## src/rtl/branch_update_queue_if.sv

```systemverilog
// Resolved-branch input bus and predictor update output bus of branch_update_queue.
// The producer/consumer side uses the master modport; the queue uses the slave modport.
interface branch_update_queue_if #(
    parameter int ENTRY_NUM   = 8,
    parameter int INDEX_WIDTH = 10,
    parameter int HIST_WIDTH  = 10,
    parameter int CTR_WIDTH   = 2
);
    localparam int COUNT_WIDTH = $clog2(ENTRY_NUM) + 1;

    logic [1:0]                  inValid;
    logic [1:0][INDEX_WIDTH-1:0] inIndex;
    logic [1:0][HIST_WIDTH-1:0]  inHist;
    logic [1:0][CTR_WIDTH-1:0]   inCtr;
    logic [1:0]                  inTaken;
    logic [1:0]                  inMispred;
    logic [1:0]                  inIsCondBr;
    logic                        inReady;

    logic                        outValid;
    logic                        outReady;
    logic [INDEX_WIDTH-1:0]      outIndex;
    logic [HIST_WIDTH-1:0]       outCtrSel;
    logic [CTR_WIDTH-1:0]        outCtrValue;
    logic                        outHistWE;
    logic [HIST_WIDTH-1:0]       outHistValue;

    logic [COUNT_WIDTH-1:0]      count;
    logic [15:0]                 dropCount;

    modport master (
        output inValid, inIndex, inHist, inCtr, inTaken, inMispred, inIsCondBr, outReady,
        input  inReady, outValid, outIndex, outCtrSel, outCtrValue, outHistWE, outHistValue,
        input  count, dropCount
    );

    modport slave (
        input  inValid, inIndex, inHist, inCtr, inTaken, inMispred, inIsCondBr, outReady,
        output inReady, outValid, outIndex, outCtrSel, outCtrValue, outHistWE, outHistValue,
        output count, dropCount
    );
endinterface

```

## src/rtl/branch_update_queue.sv

```systemverilog
// Branch update queue: buffers up to two resolved branches per cycle and feeds counter and
// history updates to the predictor in order. Optional macro BR_UPDATE_QUEUE_MERGE_EN merges same-entry slots.
module branch_update_queue #(
    parameter int ENTRY_NUM   = 8,
    parameter int INDEX_WIDTH = 10,
    parameter int HIST_WIDTH  = 10,
    parameter int CTR_WIDTH   = 2
) (
    input logic                  clk,
    input logic                  rst,
    branch_update_queue_if.slave bus
);
    localparam int PTR_WIDTH   = $clog2(ENTRY_NUM);
    localparam int COUNT_WIDTH = PTR_WIDTH + 1;
    localparam logic [CTR_WIDTH-1:0]   CTR_MAX     = {CTR_WIDTH{1'b1}};
    localparam logic [COUNT_WIDTH-1:0] READY_LIMIT = COUNT_WIDTH'(ENTRY_NUM - 2);

    typedef struct packed {
        logic [INDEX_WIDTH-1:0] index;
        logic [HIST_WIDTH-1:0]  ctrSel;
        logic [CTR_WIDTH-1:0]   ctrValue;
        logic                   histWE;
        logic [HIST_WIDTH-1:0]  histValue;
    } entry_t;

    function automatic logic [CTR_WIDTH-1:0] updateCtr(input logic [CTR_WIDTH-1:0] ctr,
                                                       input logic taken);
        logic [CTR_WIDTH-1:0] result;
        if (taken) begin
            result = (ctr == CTR_MAX) ? CTR_MAX : ctr + CTR_WIDTH'(1);
        end else begin
            result = (ctr == '0) ? '0 : ctr - CTR_WIDTH'(1);
        end
        return result;
    endfunction

    function automatic entry_t makeEntry(input logic [INDEX_WIDTH-1:0] index,
                                         input logic [HIST_WIDTH-1:0]  hist,
                                         input logic [CTR_WIDTH-1:0]   ctr,
                                         input logic taken, input logic mispred, input logic isCondBr);
        entry_t e;
        e.index     = index;
        e.ctrSel    = hist;
        e.ctrValue  = updateCtr(ctr, taken);
        e.histWE    = mispred & isCondBr;
        e.histValue = {hist[HIST_WIDTH-2:0], taken};
        return e;
    endfunction

    entry_t                 mem_r [ENTRY_NUM];
    logic [PTR_WIDTH-1:0]   head_r;
    logic [PTR_WIDTH-1:0]   tail_r;
    logic [COUNT_WIDTH-1:0] count_r;
    logic [15:0]            dropCount_r;

    entry_t [1:0]           slotEntry_s;
    entry_t [1:0]           wrEntry_s;
    entry_t                 headEntry_s;
    logic [1:0]             pushNum_s;
    logic [1:0]             acceptNum_s;
    logic [1:0]             dropInc_s;
    logic [16:0]            dropSum_s;
    logic [15:0]            dropNext_s;
    logic                   mergeHit_s;
    logic                   inReady_s;
    logic                   outValid_s;
    logic                   pop_s;

    assign inReady_s  = (count_r <= READY_LIMIT);
    assign outValid_s = (count_r != '0);
    assign pop_s      = outValid_s & bus.outReady;
    assign dropInc_s  = {1'b0, bus.inValid[0]} + {1'b0, bus.inValid[1]};
    assign dropSum_s  = {1'b0, dropCount_r} + {15'd0, dropInc_s};
    assign dropNext_s = dropSum_s[16] ? 16'hFFFF : dropSum_s[15:0];

`ifdef BR_UPDATE_QUEUE_MERGE_EN
    assign mergeHit_s = (bus.inValid == 2'b11) &&
                        (bus.inIndex[0] == bus.inIndex[1]) &&
                        (bus.inHist[0] == bus.inHist[1]);
`else
    assign mergeHit_s = 1'b0;
`endif

    // Per-slot entry images built from the resolved-branch inputs.
    always_comb begin
        slotEntry_s[0] = makeEntry(bus.inIndex[0], bus.inHist[0], bus.inCtr[0],
                                   bus.inTaken[0], bus.inMispred[0], bus.inIsCondBr[0]);
        slotEntry_s[1] = makeEntry(bus.inIndex[1], bus.inHist[1], bus.inCtr[1],
                                   bus.inTaken[1], bus.inMispred[1], bus.inIsCondBr[1]);
    end

    // Compact valid slots into write ports 0/1; a lone slot always lands in port 0.
    always_comb begin
        wrEntry_s = slotEntry_s;
        pushNum_s = 2'd0;
        if (mergeHit_s) begin
            wrEntry_s[0]          = slotEntry_s[1];
            wrEntry_s[0].ctrValue = updateCtr(updateCtr(bus.inCtr[0], bus.inTaken[0]), bus.inTaken[1]);
            wrEntry_s[0].histWE   = slotEntry_s[0].histWE | slotEntry_s[1].histWE;
            pushNum_s             = 2'd1;
        end else if (bus.inValid == 2'b11) begin
            pushNum_s = 2'd2;
        end else if (bus.inValid == 2'b10) begin
            wrEntry_s[0] = slotEntry_s[1];
            pushNum_s    = 2'd1;
        end else if (bus.inValid == 2'b01) begin
            pushNum_s = 2'd1;
        end else begin
            pushNum_s = 2'd0;
        end
    end

    // Pushes are all-or-nothing per cycle: either both slots fit or every valid slot is dropped.
    always_comb begin
        if (inReady_s) begin
            acceptNum_s = pushNum_s;
        end else begin
            acceptNum_s = 2'd0;
        end
    end

    // Pointer, occupancy and drop-counter state.
    always_ff @(posedge clk) begin
        if (rst) begin
            head_r      <= '0;
            tail_r      <= '0;
            count_r     <= '0;
            dropCount_r <= 16'd0;
        end else begin
            if (pop_s) begin
                head_r <= head_r + PTR_WIDTH'(1);
            end
            tail_r  <= tail_r + PTR_WIDTH'(acceptNum_s);
            count_r <= count_r + COUNT_WIDTH'(acceptNum_s) - COUNT_WIDTH'(pop_s);
            if (!inReady_s) begin
                dropCount_r <= dropNext_s;
            end
        end
    end

    // Entry storage; contents are intentionally left unreset.
    always_ff @(posedge clk) begin
        if (!rst && (acceptNum_s != 2'd0)) begin
            mem_r[tail_r] <= wrEntry_s[0];
            if (acceptNum_s == 2'd2) begin
                mem_r[tail_r + PTR_WIDTH'(1)] <= wrEntry_s[1];
            end
        end
    end

    // Head view is forced to zero when empty so stale storage never leaks out.
    always_comb begin
        if (outValid_s) begin
            headEntry_s = mem_r[head_r];
        end else begin
            headEntry_s = '0;
        end
    end

    assign bus.inReady      = inReady_s;
    assign bus.outValid     = outValid_s;
    assign bus.outIndex     = headEntry_s.index;
    assign bus.outCtrSel    = headEntry_s.ctrSel;
    assign bus.outCtrValue  = headEntry_s.ctrValue;
    assign bus.outHistWE    = headEntry_s.histWE;
    assign bus.outHistValue = headEntry_s.histValue;
    assign bus.count        = count_r;
    assign bus.dropCount    = dropCount_r;
endmodule

```

## src/flat_wrapper.sv

```systemverilog
// flat-port wrapper written by rule: the top's interface ports become plain ports
module branch_update_queue_flat 
#(
    parameter int ENTRY_NUM   = 8,
    parameter int INDEX_WIDTH = 10,
    parameter int HIST_WIDTH  = 10,
    parameter int CTR_WIDTH   = 2
)
  (clk, rst, bus_inValid, bus_inIndex, bus_inHist, bus_inCtr, bus_inTaken, bus_inMispred, bus_inIsCondBr, bus_outReady, bus_inReady, bus_outValid, bus_outIndex, bus_outCtrSel, bus_outCtrValue, bus_outHistWE, bus_outHistValue, bus_count, bus_dropCount);
  branch_update_queue_if #(.ENTRY_NUM(ENTRY_NUM), .INDEX_WIDTH(INDEX_WIDTH), .HIST_WIDTH(HIST_WIDTH), .CTR_WIDTH(CTR_WIDTH)) bus_i ();
  input logic clk;
  input logic rst;
  input wire logic [$bits(bus_i.inValid)-1:0] bus_inValid;
  input wire logic [$bits(bus_i.inIndex)-1:0] bus_inIndex;
  input wire logic [$bits(bus_i.inHist)-1:0] bus_inHist;
  input wire logic [$bits(bus_i.inCtr)-1:0] bus_inCtr;
  input wire logic [$bits(bus_i.inTaken)-1:0] bus_inTaken;
  input wire logic [$bits(bus_i.inMispred)-1:0] bus_inMispred;
  input wire logic [$bits(bus_i.inIsCondBr)-1:0] bus_inIsCondBr;
  input wire logic [$bits(bus_i.outReady)-1:0] bus_outReady;
  output wire logic [$bits(bus_i.inReady)-1:0] bus_inReady;
  output wire logic [$bits(bus_i.outValid)-1:0] bus_outValid;
  output wire logic [$bits(bus_i.outIndex)-1:0] bus_outIndex;
  output wire logic [$bits(bus_i.outCtrSel)-1:0] bus_outCtrSel;
  output wire logic [$bits(bus_i.outCtrValue)-1:0] bus_outCtrValue;
  output wire logic [$bits(bus_i.outHistWE)-1:0] bus_outHistWE;
  output wire logic [$bits(bus_i.outHistValue)-1:0] bus_outHistValue;
  output wire logic [$bits(bus_i.count)-1:0] bus_count;
  output wire logic [$bits(bus_i.dropCount)-1:0] bus_dropCount;
  assign bus_i.inValid = bus_inValid;
  assign bus_i.inIndex = bus_inIndex;
  assign bus_i.inHist = bus_inHist;
  assign bus_i.inCtr = bus_inCtr;
  assign bus_i.inTaken = bus_inTaken;
  assign bus_i.inMispred = bus_inMispred;
  assign bus_i.inIsCondBr = bus_inIsCondBr;
  assign bus_i.outReady = bus_outReady;
  assign bus_inReady = bus_i.inReady;
  assign bus_outValid = bus_i.outValid;
  assign bus_outIndex = bus_i.outIndex;
  assign bus_outCtrSel = bus_i.outCtrSel;
  assign bus_outCtrValue = bus_i.outCtrValue;
  assign bus_outHistWE = bus_i.outHistWE;
  assign bus_outHistValue = bus_i.outHistValue;
  assign bus_count = bus_i.count;
  assign bus_dropCount = bus_i.dropCount;
  branch_update_queue #(.ENTRY_NUM(ENTRY_NUM), .INDEX_WIDTH(INDEX_WIDTH), .HIST_WIDTH(HIST_WIDTH), .CTR_WIDTH(CTR_WIDTH)) u_core (.clk(clk), .rst(rst), .bus(bus_i));
endmodule
```

## config.mk

```make
export PLATFORM = sky130hd
export DESIGN_NAME = branch_update_queue_flat
export DESIGN_NICKNAME = d
export VERILOG_FILES = /design/src/rtl/branch_update_queue_if.sv /design/src/rtl/branch_update_queue.sv /design/src/flat_wrapper.sv
export SDC_FILE = /design/constraint.sdc
export NUM_CORES = 1
export LEC_CHECK = 0
export CORE_MARGIN = 1
export CORE_UTILIZATION = 54
export CTS_BUF_LIST = sky130_fd_sc_hd__clkbuf_8
export DETAILED_ROUTE_END_ITERATION = 12
export PLACE_DENSITY = 0.9
export SYNTH_ARGS = -nofsm -noshare
export SYNTH_HDL_FRONTEND = slang
export SYNTH_SLANG_ARGS = --single-unit
export TNS_END_PERCENT = 30
```

## constraint.sdc

```tcl
create_clock -name clk -period 3.6 [get_ports clk]
set_clock_uncertainty 0.05 [all_clocks]
set_input_delay 1.08 -clock clk [delete_from_list [all_inputs] [get_ports clk]]
set_output_delay 1.08 -clock clk [all_outputs]
set_load 0.05 [all_outputs]
```

==> flow_summary.json <==
{
  "intPower_uw": 5790,
  "top_level_ports": 110,
  "synth_top_cell_area_share": 0.487,
  "cts_hold_buf": 0,
  "end_kind": "output pin",
  "cp_max_fo": 11,
  "setup_viol": 0,
  "final-max-slew-violation-count": 0,
  "rr_endpoint": "u_core.bus.count[2]",
  "maxSlewHeadroom": 0.547,
  "fin_ws_ns": 0.0891,
  "p_sw_uw": 3350,
  "final_util": 0.681,
  "grt_overflow": 0,
  "place_congestion": 0.818,
  "finalWirelength_mm": 28.3,
  "area_growth_pct": 22.4,
  "synth.cell_area_um2": 11800,
  "cts_tree": "yes",
  "critical_path_class": "flop to output pin",
  "hp-start": "u_core.bus.dropCount[11]",
  "path_clk_slew_ns": 0.06,
  "timing.final.crit_share": 0.975,
  "drt_pass1_iterations": 5,
  "htreeDepth": 2,
  "ys_ff_latch": 221,
  "drcViolationCount": 0,
  "dieArea_um2": 22500,
  "hold_end": "u_core.bus.dropCount[11]",
  "synth_cell_types": 60,
  "synth_ff_type": "edfxtp_1",
  "tightest_slew_ns": 0.680,
  "hold_depth": 2,
  "syn_inst": 761,
  "crit_path_cell_trace": "inv_1 -> ha_1 -> and3_1 -> buf_4 -> nor2_1 -> buf_12",
  "core-area_um2": 21300,
  "postSynthAreaPerCell_um2": 15.6,
  "cp_data_arrival_time_ns": 2.38,
  "r2r_slack_ns": 0.81,
  "sw_frac_of_total": 0.367,
  "async_flop_share": 0,
  "drtIter0Drc": 534,
  "startpoint_type": "flop",
  "dp_hpwl_mm": 18.5,
  "r2r-start": "u_core.bus.count[3]",
  "num_vias": 7462,
  "antenna_found_initial": 0,
  "drive_gt1_frac": 0.385,
  "drv_cap": 0,
  "grt_pass1_vias": 7872,
  "num_rows": 53,
  "wl_per_cell_um": 23.1,
  "synth-edff-count": 192,
  "start_util": 0.557,
  "numCtsBuffers": 37,
  "dp_slack_ns": -0.0140,
  "die_w_um": 150,
  "clkPwrFrac": 0.229,
  "numPortBuffers": 109,
  "clk_root_buffer_cell": "clkbuf_8",
  "hp-class": "flop to flop",
  "grt_max_degree": 29,
  "synth_area_leaders": "edfxtp_1, mux2_2, mux4_2, dfxtp_1, mux2_1",
  "ys_warn_count": 0,
  "pwr-share-comb": 0.427,
  "powerDensity_nw_per_um2": 630,
  "grt_pass1_wl_mm": 43.8,
  "p_leak_uw": 0.00511,
  "fin_total_pwr_uw": 9140,
  "synth-seq-area-share": 0.536,
  "yosys.area.top_type": "edfxtp_1",
  "antenna_cells": 0,
  "ir_worst_vdd_mv": 0.471,
  "outcome": "complete, no violations",
  "max_freq_ghz": 0.285,
  "slowest_delay_ns": 0.41,
  "hold_viol": 0,
  "cp_data_required_time_ns": 2.47,
  "clk_latency_ns": 0.52,
  "avgViaCountPerCell": 6.10,
  "critPathSlowestCell": "and3_1",
  "die_y_um": 150,
  "reg2reg_depth": 11,
  "drtAntennaViolNets": 0,
  "cts_max_path_buffers": 3,
  "grt_use_total": 0.261,
  "cts_sinks": 221,
  "seq_power_share": 0.344,
  "nNetsFinal": 994,
  "fin_crit_ns": 3.51,
  "synth.net_count": 832
}
==> cell usage after synthesis, types with 5 or more instances <==
master    number
mux4_2        48
a21oi_1       10
o21ai_0        6
buf_1          5
and3_1         5
ha_1          13
buf_6          5
mux2_2       110
buf_4         21
nor2_1        38
o21bai_1       6
nor2b_1        6
edfxtp_1     192
mux2_4        32
xor2_1         7
nand3_1        5
dfxtp_1       29
buf_2          6
inv_1         20
clkbuf_1      16
mux2i_1       49
nand2_1       12
or3_1          7
mux2_1        46
a31oi_1        6
==> cell type report <==
type | count | area, µm²
fill | 1377 | 6780
clock inverter | 25 | 144
multi-input combinational | 466 | 5140
sequential | 221 | 6350
timing repair buffer | 176 | 1910
inverter | 21 | 78.8
clock buffer | 39 | 537
tap | 275 | 344
==> worst max-delay path: cells and delay by family, from the launching register on <==
| kind | cells | cell delay, ns |
|---|---|---|
| simple gates | 2 | 0.75 |
| buf+inv | 3 | 0.56 |
| flops | 1 | 0.36 |
| fa+ha+maj | 1 | 0.18 |
==> power groups by stage <==
| stage | Sequential, µW | Clock, µW | Combinational (µW) |
|---|---|---|---|
| 6_report | 3150 | 2090 | 3900 |
| 5_1_grt | 3160 | 2230 | 4120 |
| 4_1_cts | 3170 | 2110 | 3850 |
| 3_5_place_dp | 3220 | 0 | 3840 |
| 3_3_place_gp | 3210 | 0 | 3760 |
| 2_1_floorplan | 3230 | 0 | 2440 |
==> cell families (layout without fill, tap and decap cells) <==
group | Yosys count | after routing | synth area share
adder cells (fa/ha/maj) | 17 | 17 | 0.0196
XOR/XNOR | 12 | 12 | 0.00950
AND/OR/NAND/NOR | 100 | 100 | 0.0506
buffers and inverters | 74 | 261 | 0.0339
flip-flops | 221 | 221 | 0.536
AO/OA/AOI/OAI | 52 | 52 | 0.0294
multiplexers | 285 | 285 | 0.321
==> placed cells by master, fill, tap and decap left out, types with 3 or more instances in the layout <==
cell type,n
a21oi_1,10
o21ai_0,6
inv_1,31
a31oi_1,6
clkbuf_8,39
dfxtp_1,27
xnor2_1,4
and3_1,5
xor2_1,7
mux2_1,46
clkinv_1,6
nor2b_1,5
nor3_1,3
fa_1,3
nand2_1,12
or3_1,7
ha_1,13
mux4_2,48
nor4_4,4
buf_12,32
mux2_2,110
o211ai_1,3
clkinv_2,3
nand2b_1,4
nand3_1,5
clkdlybuf4s50_1,74
mux2i_1,49
mux2_4,32
nor2_1,36
buf_4,68
o21bai_2,6
edfxtp_1,192
==> metrics by stage <==
stage / instances / setup TNS (ns) / hold slack (ns) / instance area (µm²)
3_3_place_gp: 1152 / 0 / 0.455 / 13800
2_1_floorplan: 761 / -0.749 / 0.435 / 11800
4_1_cts: 1216 / -0.0115 / 0.487 / 14400
6_report: 1223 / 0 / 0.489 / 14500
3_5_place_dp: 1152 / -0.0404 / 0.477 / 13800
5_1_grt: 1223 / -0.00311 / 0.512 / 14500
==> how the worst max path moves through the flow <==
| stage | slack (ns) | from | end |
|---|---|---|---|
| global route | -0.002 | u_core.bus.count[2] | bus_outCtrSel[4] |
| global placement | 0.03 | bus_inValid[0] | u_core.mem_r[7][19] |
| floorplan | -0.06 | u_core.bus.count[2] | bus_outHistValue[1] |
| finish | 0.09 | u_core.bus.count[2] | bus_outHistValue[5] |
| detailed placement | -0.01 | bus_inValid[0] | u_core.mem_r[1][14] |
| CTS | -0.007 | flop | bus_outCtrSel[2] |
==> sequential cells by signal (all words and copies together), names as in the netlist, named ones only <==
signal and count:
u_core.mem_r 192, u_core.bus.dropCount 16, u_core.bus.count 4, u_core.head_r 3, u_core.tail_r 3
==> metal layers <==
layer / up-vias / wire length (µm) / global-route usage / share of wire
met5: - / 0 / 0 / 0
met2: 320 / 14300 / 0.445 / 0.50
met3: 69 / 1730 / 0.0382 / 0.061
li1: 3309 / - / - / -
met4: 0 / 869 / 0.0975 / 0.031
met1: 3764 / 11400 / 0.339 / 0.40
==> what timing repair did <==
action	4_1_cts	5_1_grt
endpoints found under the setup margin	7	13
buffers inserted	0	7
gates resized for setup	2	3
No activity file was read; power rests on OpenSTA's default activity.
